## src/rtl/multicycle_controller.sv

```systemverilog
// ---------------------------------------------------------------------------
// multicycle_controller
//
// Control unit for a multicycle RV32I-subset datapath (lw, sw, R-type ALU,
// I-type ALU, beq, jal). A Moore-style main FSM steps through each
// instruction. Alongside it sit two small combinational decoders: one picks
// the immediate format from the opcode, the other turns the internal ALU
// operation class into an ALU control code.
//
// Memory handshake: mem_ready is sampled in FETCH, MEMREAD and MEMWRITE.
// A memory access completes in the cycle where mem_ready=1. Until then the
// FSM holds its state and keeps the access-related controls stable. IRWrite
// and PCWrite in FETCH fire only in the completing cycle. MemWrite stays
// high for the whole MEMWRITE wait, including the completing cycle.
//
// Ports
//   clk           : clock, rising edge active
//   rst_n         : synchronous active-low reset
//   op            : instruction[6:0]
//   funct3        : instruction[14:12]
//   funct7b5      : instruction[30]
//   zero          : ALU zero flag (branch condition)
//   mem_ready     : memory completes the current access this cycle
//   PCWrite       : PC register write enable
//   AdrSrc        : memory address select (0 = PC, 1 = ALU result)
//   IRWrite       : instruction register write enable
//   MemWrite      : data memory write enable
//   RegWrite      : register file write enable
//   ResultSrc     : result mux select (00 ALUOut, 01 Data, 10 ALUResult)
//   ALUSrcA       : ALU A mux select (00 PC, 01 OldPC, 10 rs1)
//   ALUSrcB       : ALU B mux select (00 rs2, 01 imm, 10 constant 4)
//   ImmSrc        : immediate format select
//   ALUControl    : ALU operation code
//   illegal_instr : one-cycle pulse when DECODE sees an unsupported opcode
//   state         : current FSM state, for debug
// ---------------------------------------------------------------------------
module multicycle_controller #(
    parameter logic [1:0] I_TYPE = 2'b00,
    parameter logic [1:0] S_TYPE = 2'b01,
    parameter logic [1:0] B_TYPE = 2'b10,
    parameter logic [1:0] J_TYPE = 2'b11
) (
    input  logic       clk,
    input  logic       rst_n,
    input  logic [6:0] op,
    input  logic [2:0] funct3,
    input  logic       funct7b5,
    input  logic       zero,
    input  logic       mem_ready,
    output logic       PCWrite,
    output logic       AdrSrc,
    output logic       IRWrite,
    output logic       MemWrite,
    output logic       RegWrite,
    output logic [1:0] ResultSrc,
    output logic [1:0] ALUSrcA,
    output logic [1:0] ALUSrcB,
    output logic [1:0] ImmSrc,
    output logic [2:0] ALUControl,
    output logic       illegal_instr,
    output logic [3:0] state
);

    // ------------------------------------------------------------------
    // Opcodes recognised by the decoder
    // ------------------------------------------------------------------
    localparam logic [6:0] OP_LW    = 7'b0000011;
    localparam logic [6:0] OP_SW    = 7'b0100011;
    localparam logic [6:0] OP_RTYPE = 7'b0110011;
    localparam logic [6:0] OP_ITYPE = 7'b0010011;
    localparam logic [6:0] OP_BEQ   = 7'b1100011;
    localparam logic [6:0] OP_JAL   = 7'b1101111;

    // ------------------------------------------------------------------
    // FSM state encoding (the codes are visible on the debug port)
    // ------------------------------------------------------------------
    typedef enum logic [3:0] {
        S_FETCH    = 4'd0,
        S_DECODE   = 4'd1,
        S_MEMADR   = 4'd2,
        S_MEMREAD  = 4'd3,
        S_MEMWB    = 4'd4,
        S_MEMWRITE = 4'd5,
        S_EXECUTER = 4'd6,
        S_EXECUTEI = 4'd7,
        S_ALUWB    = 4'd8,
        S_BEQ      = 4'd9,
        S_JAL      = 4'd10
    } state_t;

    // ALU operation class chosen by the FSM, resolved by the ALU decoder.
    typedef enum logic [1:0] {
        ALUOP_ADD   = 2'b00,
        ALUOP_SUB   = 2'b01,
        ALUOP_FUNCT = 2'b10
    } aluop_t;

    localparam logic [2:0] ALU_ADD = 3'b000;
    localparam logic [2:0] ALU_SUB = 3'b001;
    localparam logic [2:0] ALU_AND = 3'b010;
    localparam logic [2:0] ALU_OR  = 3'b011;
    localparam logic [2:0] ALU_SLT = 3'b101;

    state_t state_q;
    state_t state_d;
    aluop_t alu_op;

    // Raw write enables before reset gating.
    logic pc_write_raw;
    logic ir_write_raw;
    logic mem_write_raw;
    logic reg_write_raw;
    logic illegal_raw;

    // ------------------------------------------------------------------
    // State register
    // ------------------------------------------------------------------
    always_ff @(posedge clk) begin
        if (!rst_n) begin
            state_q <= S_FETCH;
        end else begin
            state_q <= state_d;
        end
    end

    assign state = state_q;

    // ------------------------------------------------------------------
    // Next-state logic
    // ------------------------------------------------------------------
    always_comb begin
        state_d = S_FETCH;
        case (state_q)
            S_FETCH: begin
                state_d = mem_ready ? S_DECODE : S_FETCH;
            end
            S_DECODE: begin
                case (op)
                    OP_LW, OP_SW: state_d = S_MEMADR;
                    OP_RTYPE:     state_d = S_EXECUTER;
                    OP_ITYPE:     state_d = S_EXECUTEI;
                    OP_BEQ:       state_d = S_BEQ;
                    OP_JAL:       state_d = S_JAL;
                    default:      state_d = S_FETCH;
                endcase
            end
            S_MEMADR: begin
                state_d = (op == OP_LW) ? S_MEMREAD : S_MEMWRITE;
            end
            S_MEMREAD: begin
                state_d = mem_ready ? S_MEMWB : S_MEMREAD;
            end
            S_MEMWB: begin
                state_d = S_FETCH;
            end
            S_MEMWRITE: begin
                state_d = mem_ready ? S_FETCH : S_MEMWRITE;
            end
            S_EXECUTER, S_EXECUTEI: begin
                state_d = S_ALUWB;
            end
            S_ALUWB: begin
                state_d = S_FETCH;
            end
            S_BEQ: begin
                state_d = S_FETCH;
            end
            S_JAL: begin
                state_d = S_ALUWB;
            end
            // Unused encodings 11..15 recover to FETCH.
            default: begin
                state_d = S_FETCH;
            end
        endcase
    end

    // ------------------------------------------------------------------
    // Per-state datapath controls
    // ------------------------------------------------------------------
    always_comb begin
        pc_write_raw  = 1'b0;
        ir_write_raw  = 1'b0;
        mem_write_raw = 1'b0;
        reg_write_raw = 1'b0;
        illegal_raw   = 1'b0;
        AdrSrc        = 1'b0;
        ResultSrc     = 2'b00;
        ALUSrcA       = 2'b00;
        ALUSrcB       = 2'b00;
        alu_op        = ALUOP_ADD;

        case (state_q)
            S_FETCH: begin
                // PC + 4 computed while the instruction is read. The
                // IR and PC are committed only when memory delivers.
                AdrSrc       = 1'b0;
                ALUSrcA      = 2'b00;
                ALUSrcB      = 2'b10;
                alu_op       = ALUOP_ADD;
                ResultSrc    = 2'b10;
                ir_write_raw = mem_ready;
                pc_write_raw = mem_ready;
            end
            S_DECODE: begin
                // Precompute OldPC + imm (branch/jump target).
                ALUSrcA = 2'b01;
                ALUSrcB = 2'b01;
                alu_op  = ALUOP_ADD;
                case (op)
                    OP_LW, OP_SW, OP_RTYPE, OP_ITYPE, OP_BEQ, OP_JAL:
                        illegal_raw = 1'b0;
                    default:
                        illegal_raw = 1'b1;
                endcase
            end
            S_MEMADR: begin
                ALUSrcA = 2'b10;
                ALUSrcB = 2'b01;
                alu_op  = ALUOP_ADD;
            end
            S_MEMREAD: begin
                AdrSrc    = 1'b1;
                ResultSrc = 2'b00;
            end
            S_MEMWB: begin
                ResultSrc     = 2'b01;
                reg_write_raw = 1'b1;
            end
            S_MEMWRITE: begin
                // Write strobe held for the whole access, including the
                // cycle in which memory signals completion.
                AdrSrc        = 1'b1;
                ResultSrc     = 2'b00;
                mem_write_raw = 1'b1;
            end
            S_EXECUTER: begin
                ALUSrcA = 2'b10;
                ALUSrcB = 2'b00;
                alu_op  = ALUOP_FUNCT;
            end
            S_EXECUTEI: begin
                ALUSrcA = 2'b10;
                ALUSrcB = 2'b01;
                alu_op  = ALUOP_FUNCT;
            end
            S_ALUWB: begin
                ResultSrc     = 2'b00;
                reg_write_raw = 1'b1;
            end
            S_BEQ: begin
                // rs1 - rs2; the target computed in DECODE sits in ALUOut.
                ALUSrcA      = 2'b10;
                ALUSrcB      = 2'b00;
                alu_op       = ALUOP_SUB;
                ResultSrc    = 2'b00;
                pc_write_raw = zero;
            end
            S_JAL: begin
                // Loads the target from ALUOut while computing the link
                // address OldPC + 4 for the ALUWB that follows.
                ALUSrcA      = 2'b01;
                ALUSrcB      = 2'b10;
                alu_op       = ALUOP_ADD;
                ResultSrc    = 2'b00;
                pc_write_raw = 1'b1;
            end
            default: begin
                // Unused encodings drive everything low.
                alu_op = ALUOP_ADD;
            end
        endcase
    end

    // ------------------------------------------------------------------
    // Reset gating: no architectural write can escape while rst_n is low,
    // whatever state the register still holds during that cycle.
    // ------------------------------------------------------------------
    always_comb begin
        PCWrite       = pc_write_raw  & rst_n;
        IRWrite       = ir_write_raw  & rst_n;
        MemWrite      = mem_write_raw & rst_n;
        RegWrite      = reg_write_raw & rst_n;
        illegal_instr = illegal_raw   & rst_n;
    end

    // ------------------------------------------------------------------
    // Immediate format decoder (opcode only, independent of state)
    // ------------------------------------------------------------------
    always_comb begin
        ImmSrc = I_TYPE;
        case (op)
            OP_LW, OP_ITYPE: ImmSrc = I_TYPE;
            OP_SW:           ImmSrc = S_TYPE;
            OP_BEQ:          ImmSrc = B_TYPE;
            OP_JAL:          ImmSrc = J_TYPE;
            default:         ImmSrc = I_TYPE;
        endcase
    end

    // ------------------------------------------------------------------
    // ALU decoder
    // ------------------------------------------------------------------
    always_comb begin
        ALUControl = ALU_ADD;
        case (alu_op)
            ALUOP_ADD: ALUControl = ALU_ADD;
            ALUOP_SUB: ALUControl = ALU_SUB;
            ALUOP_FUNCT: begin
                case (funct3)
                    // Only R-type (op[5]=1) with funct7[5]=1 is sub.
                    // addi ignores instruction bit 30 because it is
                    // part of the immediate.
                    3'b000:  ALUControl = ({op[5], funct7b5} == 2'b11) ? ALU_SUB : ALU_ADD;
                    3'b010:  ALUControl = ALU_SLT;
                    3'b110:  ALUControl = ALU_OR;
                    3'b111:  ALUControl = ALU_AND;
                    default: ALUControl = ALU_ADD;
                endcase
            end
            default: ALUControl = ALU_ADD;
        endcase
    end

endmodule

```

## config.mk

```make
export PLATFORM = sky130hd
export DESIGN_NAME = multicycle_controller
export DESIGN_NICKNAME = d
export VERILOG_FILES = /design/src/rtl/multicycle_controller.sv
export SDC_FILE = /design/constraint.sdc
export NUM_CORES = 1
export LEC_CHECK = 0
export BUFFER_PORTS_ARGS = -buffer_cell sky130_fd_sc_hd__buf_2
export CAP_MARGIN = 10
export CORE_MARGIN = 2
export CORE_UTILIZATION = 49
export CTS_BUF_LIST = sky130_fd_sc_hd__clkbuf_4
export CTS_CLUSTER_DIAMETER = 120
export CTS_CLUSTER_SIZE = 24
export DETAILED_ROUTE_END_ITERATION = 7
export MAX_ROUTING_LAYER = met4
export PLACE_DENSITY = 0.87
export SYNTH_ARGS = -nofsm -noshare
export SYNTH_HDL_FRONTEND = slang
export SYNTH_SLANG_ARGS = --single-unit
```

## constraint.sdc

```tcl
create_clock -name clk -period 2.85 [get_ports clk]
set_input_delay 0.285 -clock clk [delete_from_list [all_inputs] [get_ports clk]]
set_output_delay 0.285 -clock clk [all_outputs]
set_load 0.05 [all_outputs]
```

* Yosys cells after proc, flatten, opt, wreduce, memory -nomap -nowiden
Cells that the tools add are included.
** Word-level totals
- Register bits :: 4
- Bits of input ports :: 15
- Output and inout bits :: 21
** Operators by class
- Equal/unequal tests :: 22
- Multiplexer cells :: 21
- Bitwise gates (word level) :: 5
- Reduce and logical (&&, ||, !) cells :: 12
** Operator list (number)
- one-hot mux 4 bit (6 select lines) :: 1
- one-hot mux 4 bit (5 select lines) :: 1
- == test 4 x 3 -> 1 bit, second input constant :: 4
- one-hot mux 2 bit (2 select lines) :: 4
- == test 7 x 6 -> 1 bit, second input constant :: 2
- == test 7 bit, second input constant :: 2
- == test 4 bit, second input constant :: 3
- one-hot mux 3 bit (4 select lines) :: 1
- OR reduction 2 bit :: 6
- 2-to-1 mux 3 bit :: 3
- == test 4 x 2 -> 1 bit, second input constant :: 2
- 2-to-1 mux 1 bit :: 8
- == test 7 x 2 -> 1 bit, second input constant :: 1
- == test 7 x 5 -> 1 bit, second input constant :: 1
- == test 3 bit, second input constant :: 2
- one-hot mux 2 bit (3 select lines) :: 1
- one-hot mux 3 bit (2 select lines) :: 1
- OR reduction 3 bit :: 2
- OR reduction 6 bit :: 1
- bitwise AND 1 bit :: 5
- == test 2 bit, second input constant :: 2
- == test 4 x 1 -> 1 bit, second input constant :: 1
- zero test 4 bit :: 1
- OR reduction 4 bit :: 1
- other kinds (4) :: 4

* Depth between registers and ports, before layout
Gate-level depths: netlist (run 1).
- Depth in word-level cells :: 5
- Gate-level depth with buffers :: 8
- Gate-level depth less buffers :: 7

* Worst setup path after synthesis (run 1)
Ideal clock, no wire load.
- Path kind :: flip-flop to output port
- Start :: register state_q[1], in the netlist state[1]
- End :: output port ALUControl[2]
- Arrival time :: 3047 ps
- Data required time :: 2565 ps
- Slack :: -482 ps
- Cell stages (with the launch flop) :: 6
- Buffers on the path :: 2
- Cell sequence :: dfxtp_1 buf_6 clkbuf_1 and3_1 ha_1 nor4_1
** Between the ends
- Word-level cells in the longest chain between the ends :: 5
- Elaborated cells between the ends (all ways) :: 8
- Classes of those cells :: eq/ne (5); mux (2); reduce/logical (1)
** Ends and longest elaborated chain
- start: declaration :: RTL line 104 : state_t state_q;
- start signal: assignment :: RTL line 122 : state_q <= state_d;
- == test 4 x 3 -> 1 bit :: RTL line 193 : case (state_q)
- OR reduction 2 bit (no line)
- one-hot mux 2 bit (2 select lines) * :: RTL line 193
- == test 2 bit or == test 2 x 1 -> 1 bit (tied branches) :: RTL line 306 : case (alu_op)
- one-hot mux 3 bit (2 select lines) * :: RTL line 306
- end: declaration :: RTL line 59 : output logic [2:0] ALUControl,
Mark *: on every way between the ends. The rest lies on a longest branch, timed or not.

* Worst setup path in the final report (run 1)
- Start :: register state_q[0], in the netlist state[0]
- End :: output port ALUControl[2]
Same word-level chain as after synthesis.

==> results by group, run 1 <==
Detailed routing
  • Pre-antenna DRT Iters: 4
  • Wire per inst: 11.9 µm
  • DRT antenna net count: 0
  • # DRC: 0
  • Via density per instance: 5.54
  • Routed wire length: 1.77 mm
  • DR vias: 825
  • Iteration-0 DRC Markers: 15

Clock tree
  • Clock root buffer: clkbuf_4
  • Clk_lat worst skew: 230 ps
  • Maximum buffer depth of the clock tree: 2
  • # clock sinks: 4
  • Number of CTS-inserted buffers: 3
  • CTS tree: built
  • H-tree levels: 1
  • Postcts setup bufs: 0
  • Worst-path clk slew: 40 ps
  • Post-CTS Resized: 0
  • Cts-stage hold buffer count: 0

GRT
  • Total GRT Usage: 0.241
  • Met3 GRT Util: 0.0167
  • Pin count of the biggest net entering global routing: 18
  • Total congestion overflow: 0
  • First-pass GRT wire length: ~2.6 mm
  • Vias in the first global route: 649
  • Met2 usage in global routing: 0.448
  • GR peak layer: met2
  • Met1 usage: 0.281
  • Antenna violations before repair: 0

Timing
  • Endpoints failing hold: 0
  • Final worst slack: 358 ps
  • Min Tclk post-route: 2490 ps
  • Worst slew margin: 0.604
  • Worst-case clock skew: 2.05 ps
  • Fmax: roughly 400 MHz
  • Fin. max-slew vios: 0
  • Setup TNS: 0 ps
  • Tcrit/Tclk final: 0.874
  • Finish-stage setup viols: 0
  • Worst-Margin Slew: 593 ps
  • Unrepaired setup endpoints after global routing: no

Finish
  • Fill cell count: roughly 120
  • Antenna fix cells: 0
  • Final nets: 153
  • Max reg flops: 4
  • Area delta synth->final: 32.9%
  • Fraction of layout cells with a size suffix above 1: 0.336
  • Final instance area: about 860 µm²

Place
  • DP Worst Slack: between 600 and 700 ps
  • DP HPWL: between 1 and 1.5 mm
  • Area after DPL: 836 µm²
  • RePlAce Congestion: 0.824
  • Port buffer count: 35

Yosys
  • Post-synth ARST share: 0
  • Predominant post-synthesis flop cell: dfxtp_1
  • Mapped Nets: 116
  • Most frequent cell after synthesis: nor2_1
  • Top cell type's share of synthesized area: 0.124
  • Main area contributors after synthesis: dfxtp_1 12%, nor2_1 8.1%, a21oi_1 7.0%
  • Warnings, synthesis: 0
  • Syn Area/Cell: 6.52 µm²
  • Post-Synthesis Cell Area: about 650 µm²
  • Register area share after synthesis: 0.124
  • Number of synthesized register bits: 4
  • Post-Synthesis Cells: 99
  • Post-synth EDFFs: 0
  • Synth area leader: dfxtp_1
  • Synth cell types: 35
  • Synth top cells by count: 14 x nor2_1, 12 x nand2_1, 9 x a21oi_1

Min path
  • Hold Path End: state[2]
  • Hold Path Stages: 3
  • Min-delay src: op[4]
  • Tightest Hold Check Type: in2reg

Setup path
  • CP startpoint kind: flip-flop
  • Worst setup EP type: output pin
  • Reg-to-reg setup timing slack: approximately 1300 ps
  • Req. time, crit path: 2570 ps
  • FF-to-FF End: state[0]
  • Critical Setup Path Class: reg2out
  • Worst r2r src: state[0]
  • Crit path DAT: between 2000 and 2500 ps
  • CP Max Fanout: 17
  • R2R cell count: 4

Floorplan
  • Initial core utilization: 0.509
  • Die W: 40.3 µm
  • Die area: around 1600 µm²
  • Total core area: ~1300 µm²
  • Row cnt: 13
  • Height of the die: 40.3 µm
  • IO Count: 36

Pwr
  • Max VDD drop: between 0.0001 and 0.00015 V
  • PwrDens: 244 nW/µm²
  • LEAKAGE: 0.417 nW

Status
  • Status: finished, final reports clean

Job
  • Max_cap viols: 0
-- layout make-up --
class                      count  area [µm²]  share of cell area
tap                           15        18.8              0.0219
timing repair buffer          37         190               0.222
clock buffer                   3        22.5              0.0262
inverter                       5        18.8              0.0219
sequential                     4        80.1              0.0933
multi-input combinational     85         528               0.615
-- cells in the final DEF (no fill, tap or decap), types with 2 or more instances in the layout --
cell type	synthesis	routed
a21oi_1	9	9
a22o_1	2	2
a31oi_1	4	4
and3_1	3	3
buf_2	3	35
buf_4	0	2
clkbuf_4	0	3
dfxtp_1	4	4
ha_1	2	2
inv_1	5	5
nand2_1	12	12
nand3_1	2	2
nand4b_1	2	2
nor2_1	14	14
nor2b_1	3	3
nor3_1	3	3
nor3b_1	5	4
o21ai_0	4	4
xor2_1	3	3
-- power by group --
| part | internal, mW | total (mW) | switching [mW] |
|---|---|---|---|
| Combinational | 0.0260 | 0.0787 | 0.0527 |
| Clock | 0.0470 | 0.0688 | 0.0218 |
| Sequential | 0.0574 | 0.0620 | 0.00458 |
| Total | 0.130 | 0.209 | 0.0791 |
-- metal layers --
layer,vias up,wire length [µm],part of all wire
li1,429,-,-
met1,369,788,0.44
met2,25,900,0.51
met3,2,71,0.040
met4,0,11,0.0062
met5,-,0,0
-- cell families (layout without fill, tap and decap cells) --
| logic type | after synthesis | after routing | share of synthesized area |
|---|---|---|---|
| AND/OR/NAND/NOR | 55 | 55 | 0.481 |
| AO/OA/AOI/OAI | 24 | 24 | 0.227 |
| buffers and inverters | 10 | 45 | 0.0756 |
| XOR/XNOR | 4 | 4 | 0.0543 |
| flip-flops | 4 | 4 | 0.124 |
| adder cells (fa/ha/maj) | 2 | 2 | 0.0388 |
-- critical path, cell delays in order, from the launching register on --
cell and delay [ps]:
dfxtp_1 670, nand2b_4 140, nor2_1 190, nand2_1 100
ha_1 350, nor4_2 220, buf_2 300
-- per-stage QoR --
| step | utilization | total power [mW] | instances | hold WS (ps) |
|---|---|---|---|---|
| floorplan | - | 0.115 | 99 | 467 |
| global placement | 0.659 | 0.139 | 146 | 630 |
| detailed placement | 0.659 | 0.141 | 146 | 631 |
| CTS | 0.677 | 0.211 | 149 | 410 |
| global route | 0.677 | 0.221 | 149 | 452 |
| finish | 0.677 | 0.209 | 149 | 419 |
-- worst max-delay path by stage --
stage	from	endpoint	slack (ps)	cells past startpoint
floorplan	state[1]	ALUControl[2]	80	5
global placement	state[0]	ALUControl[2]	710	6
detailed placement	state[0]	ALUControl[2]	630	6
CTS	state[0]	ALUControl[2]	380	6
global route	state[0]	ALUControl[2]	240	6
finish	state[0]	ALUControl[2]	360	6
No activity file was read; power rests on OpenSTA's default activity.
==> inputs of run 2 (changes only) <==
- ABC_AREA: default -> 1
- CORE_AREA: default -> 2 2 39 41
- CORE_MARGIN: 2 -> default
- CORE_UTILIZATION: 49 -> default
- DIE_AREA: default -> 0 0 41 43
- PLACE_DENSITY: 0.87 -> 0.8
==> run 2 against run 1 <==
Sequential share of layout area is 0.77 points higher. Sequential power fell by 4.7%. Clock skew decreased by 1.5 ps. Global-route usage fell by 6.4 points. Clock power shrank 1%. Synthesized cell count is 3.0% higher. Clock-buffer cell count unchanged. Critical path depth is 4 higher. First-iteration DRC count shrank 27%. Sequential cell count did not move. Register-to-register slack improved by 430 ps. Via count shrank 11%. Largest cell class unchanged. Highest routed layer is now met3.
==> results by group, run 2 <==
Setup path
  • CP startpoint kind: flip-flop
  • CP Max Fanout: 5 (-12)
  • Critical Setup Path Class: reg2out
  • Worst r2r src: state[3]
  • Crit path largest cell delay: 430 ps (-240 ps)
  • Req. time, crit path: 2570 ps (about the same)
  • Crit-path slowest cell: dfxtp_1
  • Top Family by Delay on Critical Path: simple AND/OR/NAND/NOR gates
  • Worst setup EP type: output pin
  • Reg-to-reg setup timing slack: 1710 ps (+430 ps)
  • Crit path DAT: 2000 ps (-210 ps)
  • R2R cell count: 7 (+3)
  • FF-to-FF End: state[2]
  • CP bufs+invs: 3 (+2)
  • Critical path cell sequence: inv_2 > nor2_2 > nand2_2 > ha_1 > inv_1 > nand3_1 > nor2_1 > a21oi_1 > o31ai_2 > buf_2

GRT
  • Vias in the first global route: 616 (-5.1%)
  • Total GRT Usage: 0.177 (-0.0641)
  • Total congestion overflow: 0 (unchanged)
  • First-pass GRT wire length: 2.19 mm (-16%)
  • Antenna violations before repair: 0 (unchanged)
  • Pin count of the biggest net entering global routing: 7 (-11)

Min path
  • Hold Path End: state[0]
  • Hold Path Stages: 3 (unchanged)
  • Tightest Hold Check Type: in2reg
  • Min-delay src: rst_n

Finish
  • Fraction of layout cells with a size suffix above 1: 0.393 (+0.0570)
  • Max reg flops: 4 (unchanged)
  • Fill cell count: 136 (+9.7%)
  • Antenna fix cells: 0 (unchanged)
  • Area delta synth->final: 40.3%
  • Most frequent cells in the layout: 35 x buf_2, 21 x nand2_1, 18 x inv_1, 13 x nor2_1, 11 x nand3_1
  • Commonest non-fill, non-tap cell in the layout: buf_2
  • Final non-filler cell total: 156 (+4.7%)
  • Final nets: 159 (+3.9%)

Yosys
  • Post-Synthesis Cells: 102 (+3.0%)
  • Post-synth EDFFs: 0 (unchanged)
  • Number of synthesized register bits: 4 (unchanged)
  • Warnings, synthesis: 0 (unchanged)
  • Synth top cells by count: 21 x nand2_1, 18 x inv_1, 13 x nor2_1
  • Synth area leader: dfxtp_1
  • Most frequent cell after synthesis: nand2_1
  • Main area contributors after synthesis: dfxtp_1 14%, nand2_1 14%, inv_1 12%
  • Top cell type's share of synthesized area: 0.142 (+0.0176)
  • Predominant post-synthesis flop cell: dfxtp_1
  • Post-synth ARST share: 0 (unchanged)
  • Post-Synthesis Cell Area: 566 µm² (-12%)
  • Syn Area/Cell: 5.54 µm² (-15%)
  • Mapped Nets: 119 (+2.6%)
  • Synth cell types: 20 (-43%)
  • Register area share after synthesis: 0.142 (+0.0176)

Timing
  • Finish-stage setup viols: 0 (unchanged)
  • Worst-case clock skew: 0.600 ps (-1.45 ps)
  • Min Tclk post-route: 2280 ps (-209 ps)
  • Unrepaired setup endpoints after global routing: no
  • Fin. max-slew vios: 0 (unchanged)
  • Worst-Margin Slew: 329 ps (-264 ps)
  • Tcrit/Tclk final: 0.801 (-0.0733)
  • Setup TNS: 0 ps (unchanged)
  • Worst slew margin: 0.778 (+0.174)
  • Endpoints failing hold: 0 (unchanged)
  • Fmax: 438 MHz (+9.1%)

Detailed routing
  • Wire per inst: 9.28 µm (-22%)
  • DRT antenna net count: 0 (unchanged)
  • Iteration-0 DRC Markers: 11 (-4)
  • Via density per instance: 4.70 (-15%)
  • Routed wire length: 1.45 mm (-18%)
  • DR vias: 733 (-11%)
  • # DRC: 0 (unchanged)
  • Pre-antenna DRT Iters: 4 (unchanged)

Place
  • Port buffer count: 35 (unchanged)
  • Post-Place Cells: 153 (+4.8%)
  • DP HPWL: 1.25 mm (-5.5%)
  • RePlAce Congestion: 0.766 (-7.0%)

Status
  • Status: finished, final reports clean

Clock tree
  • Cts-stage hold buffer count: 0 (unchanged)
  • Maximum buffer depth of the clock tree: 2 (unchanged)
  • Clock root buffer: clkbuf_4
  • CTS tree: built
  • Worst-path clk slew: 40 ps (about the same)
  • H-tree levels: 1 (unchanged)
  • Number of CTS-inserted buffers: 3 (unchanged)
  • Postcts setup bufs: 0 (unchanged)
  • Clk_lat worst skew: 230 ps (about the same)
  • # clock sinks: 4 (unchanged)
  • Post-CTS Resized: 0 (unchanged)

Pwr
  • LEAKAGE: 0.506 nW (+21%)
  • PwrDens: 249 nW/µm² (+1.9%)
  • Overall power: 0.197 mW (-5.8%)
  • Max VDD drop: 0.000192 V (+49%)

Floorplan
  • Total core area: 1380 µm² (+9.1%)
  • IO Count: 36 (unchanged)
  • Die W: 41 µm (+1.7%)
  • Height of the die: 43 µm (+6.7%)
  • Row cnt: 14 (+1)
  • Die area: 1760 µm² (+8.6%)
  • Initial core utilization: 0.409 (-0.100)

Job
  • Max_cap viols: 0 (unchanged)
-- run 2: per-layer routing --
layer	track usage	up-vias	routed length [µm]
li1	-	398	-
met1	0.202	309	637
met2	0.313	26	713
met3	0.0157	0	95
met4	0.0400	0	0
met5	-	-	0
-- run 2: worst register-to-register path, stage by stage, from the launching register on --
cell,delay (ps)
dfxtp_1,350
nor2_2,220
inv_2,90
nor2_4,150
nand3_1,100
nand3b_1,90
nand2_1,50
inv_1,40
-- run 2: how the worst max path moves through the flow --
stage,start,slack (ps),cells past startpoint,endpoint
3_3_place_gp,state[2],860,11,ALUControl[0]
3_5_place_dp,state[2],810,11,ALUControl[0]
2_1_floorplan,state[3],240,5,PCWrite
6_report,state[0],570,10,ALUControl[0]
5_1_grt,state[0],380,10,ALUControl[0]
4_1_cts,state[2],560,11,ALUControl[0]
-- run 2: area by class of cell --
class	count	area [µm²]	share of cell area
clock buffers	3	22.5	0.0284
inverters	23	86.3	0.109
multi-input cells	75	409	0.516
flip-flops and latches	4	80.1	0.101
well taps	16	20.0	0.0252
repair buffers	35	175	0.221
-- run 2: stage by stage --
stage	area, µm²	util	setup slack, ps	hold WS [ps]
2_1_floorplan	576	-	237	383
3_3_place_gp	771	0.557	864	516
3_5_place_dp	771	0.557	808	514
4_1_cts	793	0.573	557	278
5_1_grt	793	0.573	381	301
6_report	793	0.573	567	283
-- run 2: logic make-up (layout without fill, tap and decap cells) --
group,count (synthesis),count (layout),share of synthesized area
adder cells (fa/ha/maj),2,2,0.0442
buffers and inverters,23,61,0.153
flip-flops,4,4,0.142
AND/OR/NAND/NOR,60,60,0.531
AO/OA/AOI/OAI,13,13,0.131
-- run 2: power breakdown --
part	leakage, nW	internal, mW	switching (mW)
sequential	0.0325	0.0573	0.00176
combinational	0.460	0.0193	0.0508
clock	0.0138	0.0470	0.0212
total	0.506	0.124	0.0737
